## src/rtl/pc_next_unit.sv

```systemverilog
// ---------------------------------------------------------------------------
// pc_next_unit
//   Program-counter unit for the MIPS31 core. It owns the PC and EPC
//   registers and selects the next PC on every falling clock edge. The
//   sources, highest priority first, are: exception entry, ERET return,
//   jump, taken branch, a previously captured redirect, and the sequential
//   increment. A redirect that arrives while fetch cannot advance is held in
//   a pending slot, so it is never lost.
//
// Ports
//   clk              clock; all state updates happen on the falling edge
//   rst              asynchronous active-high reset
//   ena              global enable; 0 freezes all state and drops requests
//   stall            pipeline stall request from the hazard logic
//   imem_ready       instruction memory accepts the current fetch
//   br_taken         conditional branch resolved taken
//   br_target        branch target address
//   jmp              unconditional jump (j/jal/jr)
//   jmp_target       jump target address
//   exc_req          exception/interrupt request
//   eret             return from exception
//   pc_out           current PC, drives the IMEM address
//   pc_plus          pc_out + STEP (link address)
//   epc_out          saved exception PC
//   fetch_valid      pc_out is a valid fetch request
//   redirect_pending a captured redirect is waiting to be applied
// ---------------------------------------------------------------------------
module pc_next_unit #(
    parameter int          WIDTH     = 32,
    parameter logic [31:0] RESET_VEC = 32'h0040_0000,
    parameter logic [31:0] EXC_VEC   = 32'h0040_0004,
    parameter int          STEP      = 4
) (
    input  logic             clk,
    input  logic             rst,
    input  logic             ena,
    input  logic             stall,
    input  logic             imem_ready,
    input  logic             br_taken,
    input  logic [WIDTH-1:0] br_target,
    input  logic             jmp,
    input  logic [WIDTH-1:0] jmp_target,
    input  logic             exc_req,
    input  logic             eret,
    output logic [WIDTH-1:0] pc_out,
    output logic [WIDTH-1:0] pc_plus,
    output logic [WIDTH-1:0] epc_out,
    output logic             fetch_valid,
    output logic             redirect_pending
);

    localparam logic [WIDTH-1:0] RST_V  = WIDTH'(RESET_VEC);
    localparam logic [WIDTH-1:0] EXC_V  = WIDTH'(EXC_VEC);
    localparam logic [WIDTH-1:0] STEP_V = WIDTH'(STEP);

    // Redirect targets are word aligned: the two low bits are dropped.
    function automatic logic [WIDTH-1:0] align_word(input logic [WIDTH-1:0] addr);
        return {addr[WIDTH-1:2], 2'b00};
    endfunction

    logic [WIDTH-1:0] pc_r;
    logic [WIDTH-1:0] epc_r;
    logic             pend_valid_r;
    logic [WIDTH-1:0] pend_target_r;

    logic [WIDTH-1:0] pc_nxt_s;
    logic [WIDTH-1:0] epc_nxt_s;
    logic             pend_valid_nxt_s;
    logic [WIDTH-1:0] pend_target_nxt_s;
    logic             adv_s;

    assign adv_s = ena & ~stall & imem_ready;

    // Next-state selection in priority order; holding is the default.
    always_comb begin
        pc_nxt_s          = pc_r;
        epc_nxt_s         = epc_r;
        pend_valid_nxt_s  = pend_valid_r;
        pend_target_nxt_s = pend_target_r;
        if (ena) begin
            if (exc_req) begin
                epc_nxt_s        = pc_r;
                pc_nxt_s         = EXC_V;
                pend_valid_nxt_s = 1'b0;
            end else if (eret) begin
                pc_nxt_s         = epc_r;
                pend_valid_nxt_s = 1'b0;
            end else if (jmp) begin
                // jmp outranks br_taken; a simultaneous branch is discarded.
                if (adv_s) begin
                    pc_nxt_s         = align_word(jmp_target);
                    pend_valid_nxt_s = 1'b0;
                end else begin
                    pend_target_nxt_s = align_word(jmp_target);
                    pend_valid_nxt_s  = 1'b1;
                end
            end else if (br_taken) begin
                if (adv_s) begin
                    pc_nxt_s         = align_word(br_target);
                    pend_valid_nxt_s = 1'b0;
                end else begin
                    pend_target_nxt_s = align_word(br_target);
                    pend_valid_nxt_s  = 1'b1;
                end
            end else if (pend_valid_r && adv_s) begin
                pc_nxt_s         = pend_target_r;
                pend_valid_nxt_s = 1'b0;
            end else if (adv_s) begin
                pc_nxt_s = pc_r + STEP_V;
            end else begin
                pc_nxt_s = pc_r;
            end
        end else begin
            pc_nxt_s = pc_r;
        end
    end

    // PC, EPC and pending-redirect state, updated on the falling edge.
    always_ff @(negedge clk or posedge rst) begin
        if (rst) begin
            pc_r          <= RST_V;
            epc_r         <= {WIDTH{1'b0}};
            pend_valid_r  <= 1'b0;
            pend_target_r <= {WIDTH{1'b0}};
        end else begin
            pc_r          <= pc_nxt_s;
            epc_r         <= epc_nxt_s;
            pend_valid_r  <= pend_valid_nxt_s;
            pend_target_r <= pend_target_nxt_s;
        end
    end

    // While rst is high the IMEM address is pinned to the reset vector
    // without waiting for a clock edge.
    always_comb begin
        if (rst) begin
            pc_out = RST_V;
        end else begin
            pc_out = pc_r;
        end
    end

    assign pc_plus          = pc_out + STEP_V;
    assign epc_out          = epc_r;
    assign redirect_pending = pend_valid_r;
    assign fetch_valid      = ~rst & ena & ~stall;

endmodule

```

## config.mk

```make
export PLATFORM = sky130hd
export DESIGN_NAME = pc_next_unit
export DESIGN_NICKNAME = d
export VERILOG_FILES = /design/src/rtl/pc_next_unit.sv
export SDC_FILE = /design/constraint.sdc
export NUM_CORES = 1
export LEC_CHECK = 0
export BUFFER_PORTS_ARGS = -buffer_cell sky130_fd_sc_hd__buf_2
export CAP_MARGIN = 20
export CORE_MARGIN = 5
export CORE_UTILIZATION = 54
export CTS_CLUSTER_DIAMETER = 150
export DETAILED_ROUTE_END_ITERATION = 16
export HOLD_SLACK_MARGIN = 0.06
export MAX_ROUTING_LAYER = met4
export PLACE_DENSITY = 0.88
export SKIP_CTS_REPAIR_TIMING = 1
export SYNTH_ARGS = -nofsm -noshare
export SYNTH_HDL_FRONTEND = slang
export SYNTH_SLANG_ARGS = --single-unit
```

## constraint.sdc

```tcl
create_clock -name clk -period 9.1 [get_ports clk]
set_input_delay 2.275 -clock clk [delete_from_list [all_inputs] [get_ports clk]]
set_output_delay 2.275 -clock clk [all_outputs]
set_load 0.05 [all_outputs]
```

==> impl_metrics.yaml, run 1 <==
outcome:
  status: "finished with violations"
  failed_checks: "setup timing"
power:
  p_comb_share_pct: 30.2
  ir_worst_vdd_v: 0.0000926
  p_int_uw: 847
  power_density_mw_per_mm2: 161
  netSwitchingFraction_pct: 37.3
  clkPwrFrac_pct: 29.9
  pwr-share-seq_pct: 39.9
  p_leak_uw: 0.00389
  netSwitchingPower_uw: 505
global_routing:
  overflow: 0
  grt_pass1_wl_um: 35000
  grt_usage_pct: 31.8
  grt_pass1_vias: 6353
  antenna_found_initial: 0
  grt_max_degree: 62
die:
  io_pins: 171
  die_area_mm2: 0.0142
  start_util_pct: 54.5
  die_width_um: 119
  die_height_um: 119
  num_rows: 40
  core_area_mm2: 0.0119
route:
  wl_per_cell_um: 21.1
  avgViaCountPerCell: 6.49
  antenna_left: 0
  first_pass_iters: 6
  drt_iter0_drc: 936
  vias: 7125
  drt_drc_violations_left: 0
  wl_um: 23100
hold_path:
  min_path_type: "flip-flop to flip-flop"
sta:
  slew_headroom_pct: 40.9
  hold_viol_final: 0
  fin_skew_ns: 0.0501
  drv_slew: 0
  layout_setup_ws_ns: -0.308
  worstMarginPinSlew_ns: 0.887
  rsz0062_at_grt: "true"
  finalSetupViolations: 9
synthesis:
  synth-edff-count: 0
  synth_top_cell_by_area: "dfrtn_1"
  seq_area_frac_synth_pct: 36.8
  yosysMostFrequentCell: "dfrtn_1"
  synthFlopType: "dfrtn_1"
  postSynthAreaPerCell_um2: 8.39
  synth_area_leaders: "dfrtn_1 (36%), a21oi_1 (4.8%), mux2_2 (4.7%)"
  synth_nets: 845
  netlist_area_mm2: 0.00646
  synthArstFlopShare_pct: 100
  yosysWarnings: 0
  yosys_register_bits: 95
  synth_cells: 770
  yosysUniqueCellTypes: 66
  synth_top_area_share_pct: 36.4
  synth_common_cells: "dfrtn_1 (94), nand2_1 (76), nor2_1 (76), a21oi_1 (62), o21ai_0 (45)"
finish:
  layout.nets: 1020
  final_util_pct: 70.7
  antenna_cells: 0
  register_area_mm2: 0.00238
  areaGrowthSynthToFinish_pct: 29.8
  fillerInstances: 883
  multi_input_area_mm2: 0.00400
  drive_above_1_share_pct: 34.2
critical_path:
  cp_common_cell: "buf_6"
  crit_required_ns: 6.83
  cp-start-kind: "flip-flop"
  critPathKind: "flip-flop to output port"
  critPathBufInv: 3
  worstPathArrival_ns: 7.13
  end_kind: "output port"
  crit_slowest_cell: "dfrtn_1"
  path_max_fanout: 4
  max_stage_delay_ns: 0.44
  path_cells: "nand2_2, clkinvlp_4, ha_4, nand4b_1, buf_6, nor4_4, and2b_2, nand4_1, xnor2_4, buf_6"
  crit_family: "simple AND/OR/NAND/NOR gates"
placement:
  hpwl_um: 16700
  place_ws_ns: 0.00811
  routabilityCongestion: 0.985
  io_buffers: 166
cts:
  clock_path_buffers: 2
  cts_tree: "yes"
  clk_pin_slew_worst_paths_ns: 0.05
  cts_sinks: 95
  htreeDepth: 3
  clk_latency_ns: 0.40
  cts-buffers-inserted: 9
  root_buffer: "clkbuf_16"
run:
  cap_violations: 0
==> placed cells by master, fill, tap and decap left out, types with 4 or more instances in the layout <==
master     synthesis  layout
buf_6              0      10
a221oi_1           7       7
or3_1              7       6
nor4_1            10       8
a211oi_1           6       6
a31oi_1           14      14
xnor2_1           17      14
buf_4              5      63
nand3_1           27      24
o311ai_0           5       5
buf_2             19     147
clkbuf_4           0       6
o211ai_1           9       9
nor2b_1           26      24
o21ai_0           45      44
mux2i_1           24      23
nand2b_1          10      10
clkbuf_16          0      11
nand4_1           11      11
a21o_1             4       4
nand2_1           76      75
a221o_1            7       7
nor4_4             0       5
and3_1             9       9
inv_1             17      15
xor2_1            17      14
nor2_1            76      73
nand3_2            3       4
mux2_2            27      27
nor3_1            26      26
a21oi_1           62      59
or2_2              5       4
dfrtn_1           94      94
==> metrics by stage <==
step | instances | total power, uW | hold WS (ns) | area [um^2] | TNS [ns]
CTS | 1091 | 1340 | 0.453 | 8190 | -2.35
global route | 1097 | 1400 | 0.485 | 8390 | -3.14
floorplan | 770 | 814 | 0.420 | 6670 | -6.26
detailed placement | 1075 | 938 | 0.453 | 7870 | 0
global placement | 1075 | 926 | 0.441 | 7870 | 0
finish | 1097 | 1350 | 0.454 | 8390 | -1.75
==> final cells by class <==
type	instances	share of cell area, %
clock buffers	12	3.45
clock inverters	5	0.388
inverters	17	0.850
multi-input cells	592	47.7
flip-flops and latches	95	28.4
well taps	147	2.19
repair buffers	229	17.0
==> power groups by stage <==
stage	Clock [uW]	Combinational, uW	Sequential (uW)
floorplan	1.38	224	588
global placement	1.38	387	537
detailed placement	1.38	395	542
CTS	403	397	535
global route	422	433	543
finish	405	409	539
==> state kept, by name (all words and copies together), names as in the netlist <==
| signal | cells |
|---|---|
| pend_target_r | 30 |
| pc_r | 32 |
| redirect_pending | 1 |
| epc_out | 32 |
==> tightest hold or removal path, stage by stage (launching register included) <==
cell and delay [ns]:
dfrtn_1 0.42, nand2_1 0.05, o21ai_0 0.06
==> kinds of logic after synthesis <==
kind of cell / Yosys count / synth area share, %
simple gates: 312 / 25.1
compound gates: 192 / 19.0
flops: 95 / 36.8
buf+inv: 83 / 5.48
mux: 52 / 8.60
xor+xnor: 34 / 4.61
fa+ha+maj: 2 / 0.387
==> path summary, 6_finish.rpt <==
path	end	from	slack (ns)	cells after the start
min in group asynchronous	epc_out[5]$_DFFE_NP0P_	rst	6.48	2
worst max-delay path	pc_plus[28]	pc_r[2]$_DFFE_NP0P_	-0.31	10
worst min register to register	pc_r[1]$_DFFE_NP0P_	pc_r[1]$_DFFE_NP0P_	0.45	2
worst max register to register	pc_r[23]$_DFFE_NP0P_	pc_r[4]$_DFFE_NP0P_	6.63	6
max in group asynchronous	pend_target_r[19]$_DFFE_NP0P_	rst	1.79	3
worst min-delay path	pc_r[1]$_DFFE_NP0P_	pc_r[1]$_DFFE_NP0P_	0.45	2
==> metal layers <==
metal	part of all wire [%]	wire length [um]	global-route usage (%)
met1	39	9110	43.6
met2	45	10300	45.3
met3	13	2930	9.16
met4	3.2	745	11.0
met5	0	0	-
Power figures use the tool's default switching activity.
==> run 2, diff against run 1 <==
--- a/config.mk
+++ b/config.mk
@@ -7,7 +7,7 @@
 export LEC_CHECK = 0
 export BUFFER_PORTS_ARGS = -buffer_cell sky130_fd_sc_hd__buf_2
 export CAP_MARGIN = 20
-export CORE_MARGIN = 5
+export CORE_MARGIN = 2
 export CORE_UTILIZATION = 54
 export CTS_CLUSTER_DIAMETER = 150
 export DETAILED_ROUTE_END_ITERATION = 16
==> run 2 against run 1 <==
Compared with the run above: die area fell by 9.8%; count of clock-buffer cells in the layout decreased by 1; critical endpoint unchanged; the run still ends with setup timing left; routed wire length is 4.1% lower; clock skew increased by 0.0012 ns; utilization rose by 1.3 points.
==> impl_metrics.yaml, run 2 (synthesis results as in run 1) <==
critical_path:
  path_max_fanout: 4
  critPathKind: "flip-flop to output port"
  r2r_setup_slack_ns: 6.65
  startpoint: "pc_r[3]$_DFFE_NP0P_"
  critPathBufInv: 2
  crit_required_ns: 6.83
  worstPathArrival_ns: 7.00
  path_cells: "nor2b_4, ha_4, nand4b_1, buf_6, nor4_4, and2b_2, nand4_1, xnor2_4, buf_6"
  crit_slowest_cell: "dfrtn_1"
  cp_common_cell: "buf_6"
  cp-start-kind: "flip-flop"
  crit_family: "simple AND/OR/NAND/NOR gates"
  worst_r2r_path_depth: 7
  end_kind: "output port"
  reg2reg_to: "pc_r[6]$_DFFE_NP0P_"
  r2r-start: "pc_r[2]$_DFFE_NP0P_"
  max_stage_delay_ns: 0.42
outcome:
  status: "finished with violations"
  failed_checks: "setup timing"
route:
  avgViaCountPerCell: 6.46
  antenna_left: 0
  vias: 7049
  drt_drc_violations_left: 0
  wl_um: 22100
  wl_per_cell_um: 20.3
  drt_iter0_drc: 979
  first_pass_iters: 8
sta:
  rsz0062_at_grt: "true"
  slew_headroom_pct: 40.5
  layout_setup_ws_ns: -0.180
  hold_viol_final: 0
  drv_slew: 0
  worstMarginPinSlew_ns: 0.891
  fin_skew_ns: 0.0513
  finalSetupViolations: 9
cts:
  cts_sinks: 95
  htreeDepth: 3
  clock_path_buffers: 2
  clk_latency_ns: 0.40
  cts_tree: "yes"
  cts-buffers-inserted: 9
  root_buffer: "clkbuf_16"
  clk_pin_slew_worst_paths_ns: 0.05
placement:
  routabilityCongestion: 1.00
  io_buffers: 166
  place_ws_ns: 0.0136
  post_dp_cell_area_mm2: 0.00787
  hpwl_um: 16100
global_routing:
  grt_usage_pct: 35.0
  grt_pass1_wl_um: 34200
  grt_pass1_vias: 6393
  overflow: 0
  grt_max_degree: 62
  antenna_found_initial: 0
finish:
  layout.nets: 1018
  layout_commonest_cell: "buf_2"
  areaGrowthSynthToFinish_pct: 29.0
  fin_area_mm2: 0.00833
  drive_above_1_share_pct: 34.3
  antenna_cells: 0
  mostFrequentLayoutCells: "buf_2 (151), dfrtn_1 (94), nand2_1 (75)"
die:
  die_width_um: 113
  io_pins: 171
  num_rows: 39
  core_area_mm2: 0.0116
  start_util_pct: 55.8
  die_height_um: 113
  die_area_mm2: 0.0129
hold_path:
  hp-start: "pc_r[0]$_DFFE_NP0P_"
  min_path_type: "flip-flop to flip-flop"
  min_path_cells: 2
  hold-path-endpoint: "pc_r[0]$_DFFE_NP0P_"
power:
  finalPower_uw: 1310
  power_density_mw_per_mm2: 157
  p_leak_uw: 0.00384
  ir_worst_vdd_v: 0.0000964
run:
  cap_violations: 0
==> run 2: routing by layer <==
metal / vias to the layer above / track usage (%) / part of all wire (%)
met3: 73 / 9.37 / 13
met5: - / - / 0
met4: 0 / 10.7 / 2.6
met2: 557 / 50.6 / 45
met1: 3290 / 48.3 / 40
li1: 3129 / - / -
==> run 2: worst max path at each step <==
stage	endpoint	slack, ns	depth (start not counted)
final	pc_plus[28]	-0.18	9
after global routing	pc_plus[28]	-0.29	9
after CTS	pc_plus[28]	-0.35	9
after detailed placement	pc_plus[28]	0.01	9
after global placement	pc_plus[28]	0.06	9
after floorplan	pc_plus[30]	-0.82	8
==> run 2: where the power goes <==
group	internal [uW]	switching [uW]	leakage [uW]
combinational	130	276	0.00250
sequential	489	49.1	0.00119
clock	194	170	0.000146
total	813	494	0.00384
==> run 2: final cells by class <==
| class | instances | area [um^2] |
|---|---|---|
| sequential | 95 | 2380 |
| multi-input combinational | 592 | 4000 |
| fill | 865 | 3240 |
| clock buffer | 11 | 243 |
| timing repair buffer | 227 | 1420 |
| inverter | 17 | 71.3 |
| tap | 143 | 179 |
| clock inverter | 6 | 35.0 |
==> run 2: worst min-delay path, cell delays in order, from the launching register on <==
cell	delay [ns]
dfrtn_1	0.42
nand2_1	0.05
o21ai_0	0.06
==> run 2: stage by stage <==
stage	std cells	utilization [%]	hold WS, ns	setup TNS [ns]
6_report	1091	72.0	0.451	-0.871
2_1_floorplan	770	-	0.420	-6.26
3_5_place_dp	1070	68.1	0.458	0
3_3_place_gp	1070	68.1	0.448	0
4_1_cts	1086	70.4	0.458	-1.76
5_1_grt	1091	72.0	0.487	-2.01
==> run 3, diff against run 2 <==
--- a/config.mk
+++ b/config.mk
@@ -14,6 +14,7 @@
 export HOLD_SLACK_MARGIN = 0.06
 export MAX_ROUTING_LAYER = met4
 export PLACE_DENSITY = 0.88
+export SETUP_SLACK_MARGIN = 0.15
 export SKIP_CTS_REPAIR_TIMING = 1
 export SYNTH_ARGS = -nofsm -noshare
 export SYNTH_HDL_FRONTEND = slang
==> run 3 against run 2 <==
Compared with the run above: the run still ends with setup timing left; highest routed layer unchanged; first-iteration DRC count is 2.9% higher; flip-flop and latch count unchanged; register-to-register slack hardly changed; count of clock-buffer cells in the layout increased by 2; via count fell by 0.81%; global-route usage shrank 0.45 points; worst hold slack got worse by 0.0039 ns; cell count is 0.27% higher; routed wire length up 0.14%; sequential power barely moved; final area rose by 1.6%; sequential share of layout area shrank 0.44 points.
==> impl_metrics.yaml, run 3 (synthesis results as in run 1) <==
die:
  io_pins: 171
  die_area_mm2: 0.0129
  die_height_um: 113
  die_width_um: 113
  core_area_mm2: 0.0116
  start_util_pct: 55.8
  num_rows: 39
placement:
  io_buffers: 166
  hpwl_um: 16100
  routabilityCongestion: 0.972
  post_dp_cell_area_mm2: 0.00791
finish:
  fillerInstances: 885
  multi_input_area_mm2: 0.00404
  antenna_cells: 0
  final_util_pct: 73.2
  register_area_mm2: 0.00238
  layout_commonest_cell: "buf_2"
  areaGrowthSynthToFinish_pct: 31.0
  fin_area_mm2: 0.00846
  layout.nets: 1021
  mostFrequentLayoutCells: "buf_2 (144), dfrtn_1 (94), nand2_1 (75)"
  drive_above_1_share_pct: 34.7
cts:
  clk_latency_ns: 0.39
  clock_path_buffers: 2
  cts_tree: "yes"
  cts-buffers-inserted: 9
  root_buffer: "clkbuf_16"
  htreeDepth: 3
  cts_sinks: 95
  clk_pin_slew_worst_paths_ns: 0.05
route:
  first_pass_iters: 5
  drt_drc_violations_left: 0
  wl_um: 22200
  vias: 6992
  wl_per_cell_um: 20.3
  antenna_left: 0
  avgViaCountPerCell: 6.39
  drt_iter0_drc: 1007
power:
  ir_worst_vdd_v: 0.0000885
  power_density_mw_per_mm2: 159
  p_leak_uw: 0.00392
critical_path:
  critPathKind: "flip-flop to output port"
  end_kind: "output port"
  startpoint: "pc_r[3]$_DFFE_NP0P_"
  crit_required_ns: 6.83
  worst_r2r_path_depth: 7
  worstPathArrival_ns: 7.05
  cp-start-kind: "flip-flop"
  r2r_setup_slack_ns: 6.64
  r2r-start: "pc_r[2]$_DFFE_NP0P_"
  reg2reg_to: "pc_r[30]$_DFFE_NP0P_"
  path_max_fanout: 2
  crit_end: "pc_plus[30]"
sta:
  rsz0062_at_grt: "true"
  hold_slack_ns: 0.448
  worstMarginPinSlew_ns: 0.850
  layout_setup_ws_ns: -0.223
  slew_headroom_pct: 43.3
  finalSetupViolations: 7
  fin_skew_ns: 0.0484
  drv_slew: 0
  hold_viol_final: 0
global_routing:
  grt_usage_pct: 34.5
  overflow: 0
  grt_pass1_wl_um: 33600
  grt_pass1_vias: 6049
  grt_max_degree: 57
  antenna_found_initial: 0
outcome:
  status: "finished with violations"
  failed_checks: "setup timing"
run:
  cap_violations: 0
hold_path:
  min_path_type: "flip-flop to flip-flop"
[run 3: cell count changes in the layout (fill, tap and decap cells not counted), sizes merged]
cell and change:
clkbuf +3, inv -1, clkinv -1, buf +2
[run 3: layer usage]
| layer | global-route usage [%] | vias up | share of wire, % |
|---|---|---|---|
| met5 | - | - | 0 |
| met4 | 11.7 | 0 | 3.0 |
| met3 | 6.37 | 68 | 12 |
| met2 | 48.8 | 555 | 45 |
| met1 | 50.1 | 3229 | 40 |
| li1 | - | 3140 | - |
[run 3: worst min-delay path by stage]
stage                              startpoint                  end  slack, ns  depth (start not counted)
after floorplan           pc_r[0]$_DFFE_NP0P_  pc_r[0]$_DFFE_NP0P_       0.42                          2
after global placement    pc_r[1]$_DFFE_NP0P_  pc_r[1]$_DFFE_NP0P_       0.44                          2
after detailed placement  pc_r[0]$_DFFE_NP0P_  pc_r[0]$_DFFE_NP0P_       0.45                          2
after CTS                 pc_r[0]$_DFFE_NP0P_  pc_r[0]$_DFFE_NP0P_       0.45                          2
after global routing      pc_r[1]$_DFFE_NP0P_  pc_r[1]$_DFFE_NP0P_       0.49                          2
final                     pc_r[0]$_DFFE_NP0P_  pc_r[0]$_DFFE_NP0P_       0.45                          2
[run 3: area by class of cell]
type                    count  area share [%]
multi-input cells         592            47.8
flip-flops and latches     95            28.1
repair buffers            230            17.4
clock buffers              13            3.58
well taps                 143            2.11
inverters                  17           0.843
clock inverters             4           0.192
[run 3: per-stage QoR]
stage               std cells  total power [uW]  worst slack, ns  setup TNS [ns]
floorplan                 770               814           -0.820           -6.26
global placement         1070               926           0.0908               0
detailed placement       1070               937           0.0363               0
CTS                      1086              1330           -0.337           -1.82
global route             1094              1390           -0.338           -1.98
finish                   1094              1340           -0.223          -0.735
[run 3: worst max-delay path, cell delays in order (launching register included)]
cell	delay (ns)
dfrtn_1	0.42
nor2b_4	0.17
ha_4	0.14
nand4b_1	0.12
or3_4	0.36
nor4_4	0.25
nand4_1	0.28
xnor2_4	0.24
buf_6	0.18
[run 3: power by group]
part / switching, uW / leakage, uW / internal [uW] / total, uW
logic: 278 / 0.00256 / 132 / 410
registers: 48.9 / 0.00119 / 489 / 538
clock network: 162 / 0.000170 / 232 / 394
total: 489 / 0.00392 / 853 / 1340
